### config.mk
export PLATFORM = sky130hd
export DESIGN_NAME = lcd_spi_writer_flat
export DESIGN_NICKNAME = d
export VERILOG_FILES = /design/src/rtl/lcd_spi_writer_if.sv /design/src/rtl/lcd_spi_writer.sv /design/src/flat_wrapper.sv
export SDC_FILE = /design/constraint.sdc
export NUM_CORES = 1
export LEC_CHECK = 0
export ABC_AREA = 1
export BUFFER_PORTS_ARGS = -buffer_cell sky130_fd_sc_hd__buf_2
export CORE_ASPECT_RATIO = 0.6
export CORE_MARGIN = 2
export CORE_UTILIZATION = 63
export DETAILED_ROUTE_END_ITERATION = 10
export HOLD_SLACK_MARGIN = 0.06
export PLACE_DENSITY = 0.87
export SLEW_MARGIN = 20
export SYNTH_ARGS = -nofsm -noshare
export SYNTH_HDL_FRONTEND = slang
export SYNTH_SLANG_ARGS = --single-unit
### constraint.sdc
create_clock -name sys_clk_50MHz -period 3.3 [get_ports sys_clk_50MHz]
set_input_delay 0.165 -clock sys_clk_50MHz [delete_from_list [all_inputs] [get_ports sys_clk_50MHz]]
set_output_delay 0.165 -clock sys_clk_50MHz [all_outputs]
set_load 0.02 [all_outputs]
### src/rtl/lcd_spi_writer_if.sv
// Handshake between the LCD init/draw sequencer and the SPI writer:
// word request/level, 9-bit command/data word, per-byte completion and busy.
interface lcd_spi_writer_if;
    logic       en_write;
    logic [8:0] init_data;
    logic       wr_done;
    logic       busy;

    modport master (
        output en_write,
        output init_data,
        input  wr_done,
        input  busy
    );

    modport slave (
        input  en_write,
        input  init_data,
        output wr_done,
        output busy
    );
endinterface

### src/rtl/lcd_spi_writer.sv
// Mode-0 SPI serialiser for 9-bit LCD command/data words, one wr_done pulse per byte.
// Optional build macro LCD_SPI_CS_TOGGLE_EN: release lcd_cs during the inter-byte gap.
module lcd_spi_writer #(
    parameter int SCLK_DIV = 2,
    parameter int GAP      = 4
) (
    input  logic              sys_clk_50MHz,
    input  logic              sys_rst_n,
    lcd_spi_writer_if.slave   bus,
    output logic              lcd_cs,
    output logic              lcd_sclk,
    output logic              lcd_mosi,
    output logic              lcd_dc
);

    localparam logic [7:0] DIV_LAST = 8'(SCLK_DIV - 1);
    localparam logic [7:0] GAP_LAST = 8'(GAP - 1);

    typedef enum logic [1:0] {
        ST_IDLE,
        ST_LOAD,
        ST_SHIFT,
        ST_GAP
    } state_t;

    state_t      state_reg;
    logic [6:0]  shift_reg;
    logic [2:0]  bit_cnt_reg;
    logic [7:0]  div_cnt_reg;
    logic [7:0]  gap_cnt_reg;
    logic        cs_reg;
    logic        sclk_reg;
    logic        mosi_reg;
    logic        dc_reg;
    logic        wr_done_reg;
    logic        busy_reg;
    logic        start_load;

    // A new word is taken from IDLE, or at the last gap cycle of the previous byte.
    assign start_load = bus.en_write &&
                        ((state_reg == ST_IDLE) ||
                         ((state_reg == ST_GAP) && (gap_cnt_reg == GAP_LAST)));

    always_ff @(posedge sys_clk_50MHz or negedge sys_rst_n) begin
        if (!sys_rst_n) begin
            state_reg   <= ST_IDLE;
            shift_reg   <= '0;
            bit_cnt_reg <= '0;
            div_cnt_reg <= '0;
            gap_cnt_reg <= '0;
            cs_reg      <= 1'b1;
            sclk_reg    <= 1'b0;
            mosi_reg    <= 1'b0;
            dc_reg      <= 1'b0;
            wr_done_reg <= 1'b0;
            busy_reg    <= 1'b0;
        end else begin
            wr_done_reg <= 1'b0;
            if (start_load) begin
                state_reg   <= ST_LOAD;
                shift_reg   <= bus.init_data[6:0];
                mosi_reg    <= bus.init_data[7];
                dc_reg      <= bus.init_data[8];
                cs_reg      <= 1'b0;
                sclk_reg    <= 1'b0;
                busy_reg    <= 1'b1;
                bit_cnt_reg <= '0;
                div_cnt_reg <= '0;
                gap_cnt_reg <= '0;
            end else begin
                case (state_reg)
                    ST_IDLE: begin
                        cs_reg   <= 1'b1;
                        sclk_reg <= 1'b0;
                    end
                    ST_LOAD: begin
                        state_reg <= ST_SHIFT;
                    end
                    ST_SHIFT: begin
                        if (div_cnt_reg == DIV_LAST) begin
                            div_cnt_reg <= '0;
                            if (!sclk_reg) begin
                                sclk_reg <= 1'b1;
                            end else begin
                                sclk_reg <= 1'b0;
                                if (bit_cnt_reg == 3'd7) begin
                                    wr_done_reg <= 1'b1;
                                    gap_cnt_reg <= '0;
                                    state_reg   <= ST_GAP;
`ifdef LCD_SPI_CS_TOGGLE_EN
                                    cs_reg      <= 1'b1;
`else
                                    cs_reg      <= 1'b0;
`endif
                                end else begin
                                    // Next bit goes out on the falling edge, well before the next rise.
                                    bit_cnt_reg <= bit_cnt_reg + 3'd1;
                                    mosi_reg    <= shift_reg[6];
                                    shift_reg   <= {shift_reg[5:0], 1'b0};
                                end
                            end
                        end else begin
                            div_cnt_reg <= div_cnt_reg + 8'd1;
                        end
                    end
                    ST_GAP: begin
                        sclk_reg <= 1'b0;
                        if (gap_cnt_reg == GAP_LAST) begin
                            state_reg <= ST_IDLE;
                            busy_reg  <= 1'b0;
                            cs_reg    <= 1'b1;
                        end else begin
                            gap_cnt_reg <= gap_cnt_reg + 8'd1;
                        end
                    end
                    default: begin
                        state_reg <= ST_IDLE;
                    end
                endcase
            end
        end
    end

    assign lcd_cs      = cs_reg;
    assign lcd_sclk    = sclk_reg;
    assign lcd_mosi    = mosi_reg;
    assign lcd_dc      = dc_reg;
    assign bus.wr_done = wr_done_reg;
    assign bus.busy    = busy_reg;

endmodule

### src/flat_wrapper.sv
// flat-port wrapper written by rule: the top's interface ports become plain ports
module lcd_spi_writer_flat 
#(
    parameter int SCLK_DIV = 2,
    parameter int GAP      = 4
)
  (sys_clk_50MHz, sys_rst_n, lcd_cs, lcd_sclk, lcd_mosi, lcd_dc, bus_en_write, bus_init_data, bus_wr_done, bus_busy);
  lcd_spi_writer_if bus_i ();
  input  logic sys_clk_50MHz;
  input  logic sys_rst_n;
  output logic lcd_cs;
  output logic lcd_sclk;
  output logic lcd_mosi;
  output logic lcd_dc;
  input wire logic [$bits(bus_i.en_write)-1:0] bus_en_write;
  input wire logic [$bits(bus_i.init_data)-1:0] bus_init_data;
  output wire logic [$bits(bus_i.wr_done)-1:0] bus_wr_done;
  output wire logic [$bits(bus_i.busy)-1:0] bus_busy;
  assign bus_i.en_write = bus_en_write;
  assign bus_i.init_data = bus_init_data;
  assign bus_wr_done = bus_i.wr_done;
  assign bus_busy = bus_i.busy;
  lcd_spi_writer #(.SCLK_DIV(SCLK_DIV), .GAP(GAP)) u_core (.sys_clk_50MHz(sys_clk_50MHz), .sys_rst_n(sys_rst_n), .bus(bus_i), .lcd_cs(lcd_cs), .lcd_sclk(lcd_sclk), .lcd_mosi(lcd_mosi), .lcd_dc(lcd_dc));
endmodule
==> flow_summary.json, run 1 <==
{
  "num_io_pins": 18,
  "fin_crit_ps": 2340,
  "path_class": "flop to flop",
  "tightest_slew_ps": 738,
  "syn_avg_cell_area_um2": 8.16,
  "cts_setup_buffers": 0,
  "yosysMostFrequentCell": "nand2_1",
  "startpoint_type": "flop",
  "drt_pre_antenna_iters": 4,
  "crit_fanout": 12,
  "hp-start": "bus_init_data[0]",
  "area_growth_pct": 10.9,
  "viasPerCell": 5.40,
  "cts_sinks": 34,
  "start_util": 0.682,
  "synth-seq-cells": 34,
  "synth_common_cells": "nand2_1 (58), nand3_1 (44), dfrtp_1 (33), inv_1 (24), nor2_1 (20)",
  "leakage_uw": 0.00113,
  "end_kind": "flop",
  "antenna_left": 0,
  "period_share": 0.709,
  "finalSetupViolations": 0,
  "synth.distinct_cells": 29,
  "dpl_cell_area_um2": 2100,
  "first_global_vias": 1527,
  "clkTransAtPathRegs_ps": 70,
  "fp-row-count": 15,
  "hp-class": "input pin to flop",
  "vias": 1668,
  "wl_per_cell_um": 14.4,
  "syn_inst": 246,
  "synth_area_leaders": "dfrtp_1 (41%), nand3_1 (11%), nand2_1 (11%)",
  "rsz0062_at_grt": "false",
  "min_path_cells": 3,
  "port_buffers": 17,
  "ir_drop_uv": 607,
  "p_per_area_nw_per_um2": 819,
  "dr.first_iter.drc_count": 189,
  "fin_nets": 289,
  "ff2ff_path_depth": 8,
  "hold_viol": 0,
  "cts_buffers": 5,
  "required_ps": 3510,
  "cts_resized": 0,
  "cap_violations": 0,
  "route.detailed.drc": 0,
  "synthArstFlopShare": 1.00,
  "stdcell_area_um2": 2230,
  "synth_flop_cell": "dfrtp_1",
  "die_h_um": 47.7,
  "dp_hpwl_um": 2960,
  "place.gp.congestion": 0.859,
  "cts_tree": "done",
  "finalHoldWorstSlack_ps": 85.7,
  "ys_seq_area_frac": 0.424,
  "grt_max_degree": 35,
  "status": "finished clean",
  "grt_pass1_wl_um": 7330,
  "gr-total-overflow": 0,
  "r2r-start": "u_core.state_reg[0]",
  "syn-cell-area_um2": 2010,
  "synth_nets": 269,
  "die_w_um": 76.9,
  "yosysWarnings": 0,
  "grt_use_total": 0.270,
  "r2r_setup_slack_ps": 960,
  "cts_root_buffer": "clkbuf_8",
  "cp.arrival_ps": 2550,
  "holdPathEnd": "u_core.shift_reg[0]",
  "clk_latency_ps": 290,
  "cts_max_path_buffers": 2,
  "drive_above_1_share": 0.146,
  "yosys.area.top_type_share": 0.411,
  "antenna_found_initial": 0,
  "fill_cells": 221,
  "diodes": 0,
  "p_total_uw": 1820,
  "wl_um": 4460,
  "r2r-end": "u_core.bit_cnt_reg[1]",
  "synth_top_area_cell": "dfrtp_1",
  "tns_ps": 0,
  "drv_slew": 0,
  "fmax_ghz": 0.427,
  "htree_levels": 2,
  "synth_edf_count": 0,
  "placeableCoreArea_um2": 2950,
  "finalClockSkew_ps": 8.10,
  "die_area_um2": 3670,
  "max_slew_margin": 0.508
}
repair_timing:
item                                   in CTS  in global routing
setup endpoints to repair                   0                  0
endpoints found under the hold margin      33                  0
hold buffers                                1                  0
area by class of cell:
cell class	count	area, um^2	area share
Timing Repair Buffer	18	95.1	0.0427
Tap cell	42	52.6	0.0236
Inverter	28	105	0.0472
Clock buffer	7	86.3	0.0388
Sequential cell	34	852	0.383
Clock inverter	1	30.0	0.0135
Multi-Input combinational cell	179	1010	0.452
layer usage:
layer,up-vias,routed length (um),GRT usage
met5,-,0,0
met4,0,31,0.105
met3,4,283,0.0660
met2,65,2040,0.433
met1,756,2110,0.369
li1,843,-,-
worst max path at each step:
| stage | from | cells after the start | slack [ps] | endpoint |
|---|---|---|---|---|
| floorplan | u_core.bit_cnt_reg[0] | 7 | 1640 | u_core.lcd_mosi |
| global placement | u_core.state_reg[0] | 8 | 1230 | u_core.bit_cnt_reg[2] |
| detailed placement | u_core.state_reg[0] | 8 | 1050 | u_core.bit_cnt_reg[1] |
| CTS | u_core.state_reg[0] | 8 | 1020 | u_core.bit_cnt_reg[1] |
| global route | u_core.state_reg[0] | 8 | 720 | u_core.bit_cnt_reg[2] |
| finish | u_core.state_reg[0] | 8 | 960 | u_core.bit_cnt_reg[1] |
logic make-up (layout without fill, tap and decap cells):
group | after synthesis | in the layout | synth area share
compound gates | 18 | 18 | 0.0623
simple gates | 137 | 137 | 0.313
flops | 34 | 34 | 0.424
fa+ha+maj | 11 | 11 | 0.0685
xor+xnor | 13 | 13 | 0.0567
buf+inv | 33 | 54 | 0.0748
worst max-delay path, stage by stage, from the launching register on:
cell and delay, ps:
dfrtp_1 450, inv_1 160, ha_1 190, inv_1 130, nor2_1 300, nand3_1 420
inv_1 390, nand2_1 90, a21oi_1 140
power by group:
group	internal [uW]	leakage [uW]	switching, uW
Combinational	255	0.000624	556
Sequential	528	0.000446	91.3
Clock	246	0.0000585	149
through the flow:
stage | util | instances | worst slack (ps)
CTS | 0.756 | 309 | 1020
finish | 0.756 | 309 | 959
global route | 0.756 | 309 | 716
detailed placement | 0.713 | 300 | 1050
floorplan | - | 246 | 1640
global placement | 0.713 | 300 | 1230
cells in the final DEF (no fill, tap or decap), types with 6 or more instances in the layout:
master    netlist  routed
buf_2           0      17
nor2_1         20      20
clkbuf_8        0       6
o22ai_1         6       6
xor2_1         11      11
inv_1          24      24
nand2_1        58      58
nand3_1        44      44
ha_1           11      11
dfrtp_1        33      33
No activity file was read; power rests on OpenSTA's default activity.
==> run 2: changes to the inputs <==
ABC_AREA = 0   (was 1)
CORE_UTILIZATION = 52   (was 63)
PLACE_DENSITY = 0.77   (was 0.87)
clock period = 1.95 ns   (was 3.3 ns; I/O delays follow)
==> flow_summary.json, run 2 <==
{
  "die_w_um": 80.9,
  "synth_nets": 210,
  "syn_avg_cell_area_um2": 9.86,
  "htree_levels": 2,
  "p_total_uw": 1290,
  "synth_common_cells": "dfrtp_1 (33), nand2_1 (21), o21ai_0 (14), ha_1 (11)",
  "synth-seq-cells": 34,
  "leakage_uw": 0.00127,
  "stdcell_area_um2": 2680,
  "start_util": 0.555,
  "route.detailed.drc": 0,
  "crit_path_end": "u_core.gap_cnt_reg[3]",
  "layout_commonest_cell": "dfrtp_1",
  "r2r_setup_slack_ps": -370,
  "grt_use_total": 0.297,
  "synth.distinct_cells": 42,
  "cts_sinks": 34,
  "max_slew_margin": 0.485,
  "status": "complete, but fails checks",
  "yosysMostFrequentCell": "dfrtp_1",
  "synth_xor_area_frac": 0.0143,
  "drv_slew": 0,
  "synth-simple-area-share": 0.195,
  "failed_checks": "setup timing",
  "cts_root_buffer": "clkbuf_8",
  "grt_max_degree": 35,
  "p_sw_uw": 276,
  "r2r-end": "u_core.gap_cnt_reg[3]",
  "clk_latency_ps": 290,
  "ys_seq_area_frac": 0.462,
  "tightest_slew_ps": 772,
  "first_global_vias": 1810,
  "final_cell_mix": "dfrtp_1 (33), buf_4 (32), nand2_1 (19), buf_2 (17), o21ai_1 (11)",
  "synth_area_leaders": "dfrtp_1 (45%), ha_1 (7.5%), mux2i_1 (4.9%)",
  "die_h_um": 50.1,
  "synthArstFlopShare": 1.00,
  "finalHoldWorstSlack_ps": 69.1,
  "synth_top_area_cell": "dfrtp_1",
  "cts_max_path_buffers": 2,
  "dr.first_iter.drc_count": 206,
  "synthMuxAreaShare": 0.0550,
  "drive_above_1_share": 0.387,
  "viasPerCell": 6.40,
  "yosysWarnings": 0,
  "placeableCoreArea_um2": 3320,
  "hold_viol": 0,
  "tns_ps": -6450,
  "swShare": 0.214,
  "startpoint_type": "flop",
  "ir_drop_uv": 530,
  "p_clk_frac": 0.419,
  "dp_hpwl_um": 3370,
  "hp-class": "input pin to flop",
  "cts_tree": "done",
  "wl_per_cell_um": 21.2,
  "cap_violations": 0,
  "r2r-start": "u_core.div_cnt_reg[1]",
  "ff2ff_path_depth": 7,
  "synth_compound_area_frac": 0.168,
  "drt_pre_antenna_iters": 7,
  "die_area_um2": 4050,
  "sequentialPowerShare": 0.547,
  "finalClockSkew_ps": 6.20,
  "p_per_area_nw_per_um2": 480,
  "required_ps": 2170,
  "area_growth_pct": 45.6,
  "port_buffers": 17,
  "pwr-share-comb": 0.034,
  "syn-cell-area_um2": 1840,
  "fmax_ghz": 0.432,
  "fin_crit_ps": 2320,
  "fin_nets": 278,
  "end_kind": "flop",
  "grt_pass1_wl_um": 8800,
  "setup_slack_ps": -367,
  "vias": 1925,
  "wl_um": 6370,
  "dpl_cell_area_um2": 2190,
  "fp-row-count": 16,
  "clkTransAtPathRegs_ps": 70,
  "path_class": "flop to flop",
  "cp.arrival_ps": 2540,
  "place.gp.congestion": 0.859,
  "num_io_pins": 18,
  "synth_top_family_by_area": "simple AND/OR/NAND/NOR gates",
  "p_int_uw": 1010,
  "synth_fa_ha_area_frac": 0.0747,
  "rsz0062_at_grt": "true",
  "crit_fanout": 7,
  "cts_buffers": 5,
  "synth_flop_cell": "dfrtp_1",
  "synth_edf_count": 0,
  "diodes": 0,
  "antenna_found_initial": 0,
  "cp-startpoint": "u_core.div_cnt_reg[1]",
  "gr-total-overflow": 0,
  "antenna_left": 0,
  "yosys.area.top_type_share": 0.448,
  "finalSetupViolations": 28,
  "period_share": 1.19,
  "syn_inst": 187
}
==> run 2: timing repair <==
action	CTS	global route
hold endpoints to repair	41	0
hold buffers	9	0
resized for setup	23	35
pin swaps	13	17
cloned	2	0
endpoints found under the setup margin	24	33
buffers inserted	4	7
==> run 2: cell families after synthesis <==
group                      count (synthesis)
AOI/OAI and AO/OA                         48
xor gates and xnor gates                   3
muxes                                     10
DFF                                       34
adders and majority gates                 11
buffers and inverters                     13
and+or+nand+nor                           68
==> run 2: worst max-delay path: stages (launching register included) <==
cell	delay (ps)
dfrtp_1	390
inv_2	90
ha_4	120
or4b_4	490
o31ai_4	350
a32o_2	320
nor2b_4	290
a22o_1	200
==> run 2: worst min path at each step <==
stage | cells past startpoint | start | end | slack, ps
after floorplan | 0 | sys_rst_n | u_core.bit_cnt_reg[0] | -200
after global placement | 1 | sys_rst_n | u_core.gap_cnt_reg[0] | 200
after detailed placement | 1 | sys_rst_n | u_core.div_cnt_reg[0] | 210
after CTS | 3 | bus_init_data[4] | u_core.shift_reg[4] | 70
after global routing | 3 | bus_init_data[4] | u_core.shift_reg[4] | 90
final | 3 | bus_init_data[4] | u_core.shift_reg[4] | 70
==> run 2: metal layers <==
metal  routed length [um]  global-route usage  up-vias
li1                     -                   -      801
met1                 2390               0.358      930
met2                 3030               0.506      150
met3                  579              0.0659       44
met4                  364               0.138        0
met5                    0                   0        -
==> run 2: area by class of cell <==
class / count / area (um^2)
sequential: 34 / 852
multi-input combinational: 141 / 1170
clock buffer: 8 / 90.1
tap: 45 / 56.3
timing repair buffer: 64 / 483
fill: 189 / 639
inverter: 9 / 33.8
==> run 2: power groups by stage <==
| stage | Combinational [uW] | Sequential [uW] | Clock, uW |
|---|---|---|---|
| 3_3_place_gp | 26.5 | 718 | 0 |
| 3_5_place_dp | 27.2 | 718 | 0 |
| 2_1_floorplan | 0.923 | 719 | 0 |
| 6_report | 44.3 | 705 | 540 |
| 5_1_grt | 47.8 | 705 | 584 |
| 4_1_cts | 41.8 | 705 | 534 |
==> run 2: metrics by stage <==
stage,util,setup WS [ps],instances
global route,0.808,-414,301
finish,0.808,-367,301
floorplan,-,-165,187
CTS,0.752,-262,298
global placement,0.660,-154,276
detailed placement,0.660,-283,276
==> run 3: changes to the inputs <==
PLACE_DENSITY = 0.83   (was 0.77)
SLEW_MARGIN = not set   (was 20)
==> flow_summary.json, run 3 (synthesis gave the netlist of run 2 again) <==
{
  "status": "complete, but fails checks",
  "failed_checks": "setup timing",
  "port_buffers": 17,
  "antenna_found_initial": 0,
  "clk_latency_ps": 300,
  "dp_hpwl_um": 2890,
  "vias": 1638,
  "period_share": 1.10,
  "path_class": "flop to flop",
  "fp-row-count": 16,
  "gr-usage-met2": 0.387,
  "cts_sinks": 34,
  "first_global_vias": 1579,
  "hp-start": "bus_en_write",
  "finalSetupViolations": 22,
  "cts_tree": "done",
  "hold_viol": 0,
  "grt_use_total": 0.255,
  "final_cell_mix": "dfrtp_1 (33), buf_4 (25), nand2_1 (20), buf_2 (17), dlygate4sd3_1 (10)",
  "drive_above_1_share": 0.354,
  "required_ps": 2140,
  "grt_max_degree": 35,
  "drv_slew": 0,
  "multi_input_area_um2": 1100,
  "area_growth_pct": 39.8,
  "cts_max_path_buffers": 2,
  "htree_levels": 2,
  "die_w_um": 80.9,
  "leakage_uw": 0.00124,
  "wl_per_cell_um": 15.8,
  "ir_drop_uv": 456,
  "cts_root_buffer": "clkbuf_8",
  "grt_busiest_layer": "met2",
  "place.gp.congestion": 0.846,
  "p_total_uw": 1540,
  "clkTransAtPathRegs_ps": 80,
  "r2r-end": "u_core.shift_reg[6]",
  "viasPerCell": 5.63,
  "wl_um": 4610,
  "seqCellArea_um2": 852,
  "die_h_um": 50.1,
  "r2r_setup_slack_ps": -200,
  "tns_ps": -3130,
  "start_util": 0.555,
  "min_path_cells": 4,
  "setup_slack_ps": -200,
  "drt_pre_antenna_iters": 4,
  "grt_pass1_wl_um": 7600,
  "tightest_slew_ps": 747,
  "cap_violations": 0,
  "gr-total-overflow": 0,
  "route.detailed.drc": 0,
  "ff2ff_path_depth": 7,
  "fin_crit_ps": 2150,
  "layout_commonest_cell": "dfrtp_1",
  "cts_buffers": 5,
  "end_kind": "flop",
  "placeableCoreArea_um2": 3320,
  "use_met3": 0.0659,
  "die_area_um2": 4050,
  "r2r-start": "u_core.div_cnt_reg[1]",
  "hp-class": "input pin to flop",
  "antenna_left": 0,
  "num_io_pins": 18,
  "max_slew_margin": 0.502,
  "diodes": 0,
  "holdPathEnd": "u_core.div_cnt_reg[0]",
  "finalClockSkew_ps": 10.1,
  "fin_nets": 268,
  "dpl_worst_slack_ps": -391,
  "p_per_area_nw_per_um2": 597,
  "rsz0062_at_grt": "true",
  "cp.arrival_ps": 2340,
  "crit_fanout": 6,
  "dr.first_iter.drc_count": 96,
  "use_met1": 0.364,
  "startpoint_type": "flop",
  "fill_cells": 211,
  "fmax_ghz": 0.465
}
[run 3: how the worst max path moves through the flow]
| stage | cells past startpoint | slack (ps) | from | endpoint |
|---|---|---|---|---|
| final | 7 | -200 | u_core.div_cnt_reg[1] | u_core.shift_reg[6] |
| after global routing | 7 | -290 | u_core.div_cnt_reg[1] | u_core.shift_reg[6] |
| after CTS | 7 | -210 | u_core.div_cnt_reg[1] | u_core.shift_reg[6] |
| after detailed placement | 7 | -390 | u_core.div_cnt_reg[1] | u_core.gap_cnt_reg[6] |
| after global placement | 7 | -290 | u_core.div_cnt_reg[1] | u_core.gap_cnt_reg[6] |
| after floorplan | 8 | -160 | u_core.div_cnt_reg[1] | u_core.lcd_mosi |
[run 3: stage by stage]
step | area [um^2] | utilization | instances | hold WS, ps
after global routing | 2580 | 0.775 | 291 | 356
after global placement | 2140 | 0.644 | 269 | 210
after detailed placement | 2140 | 0.644 | 269 | 211
final | 2580 | 0.775 | 291 | 307
after CTS | 2500 | 0.754 | 290 | 285
after floorplan | 1840 | - | 187 | -198
[run 3: power by group]
group / internal [uW] / switching (uW) / total (uW) / leakage [uW]
combinational: 21.3 / 21.4 / 42.7 / 0.000794
clock: 512 / 279 / 792 / 0.0000683
sequential: 705 / 0 / 705 / 0.000379
[run 3: metal layers]
layer / vias to the layer above / wire length (um) / share of wire
li1: 786 / - / -
met1: 779 / 2130 / 0.46
met2: 61 / 2070 / 0.45
met3: 12 / 324 / 0.070
met4: 0 / 82 / 0.018
met5: - / 0 / 0
[run 3: critical path, stage by stage (launching register included)]
cell,delay (ps)
dfrtp_1,390
inv_2,80
ha_4,130
or4b_4,490
or2_4,290
or3_4,400
mux2i_1,180
o21ai_1,90
[run 3: area by class of cell]
class | count | area share
inverter | 9 | 0.0131
timing repair buffer | 54 | 0.153
multi-input combinational | 141 | 0.427
clock buffer | 5 | 0.0267
sequential | 34 | 0.331
tap | 45 | 0.0219
clock inverter | 3 | 0.0267
[run 3: what timing repair did]
item | 4_1_cts | 5_1_grt
pin swaps | 13 | 3
cloned | 1 | 0
buffers inserted | 3 | 1
endpoints found under the setup margin | 30 | 32
endpoints found under the hold margin | 42 | 0
resized for setup | 32 | 13
hold buffers | 10 | 0
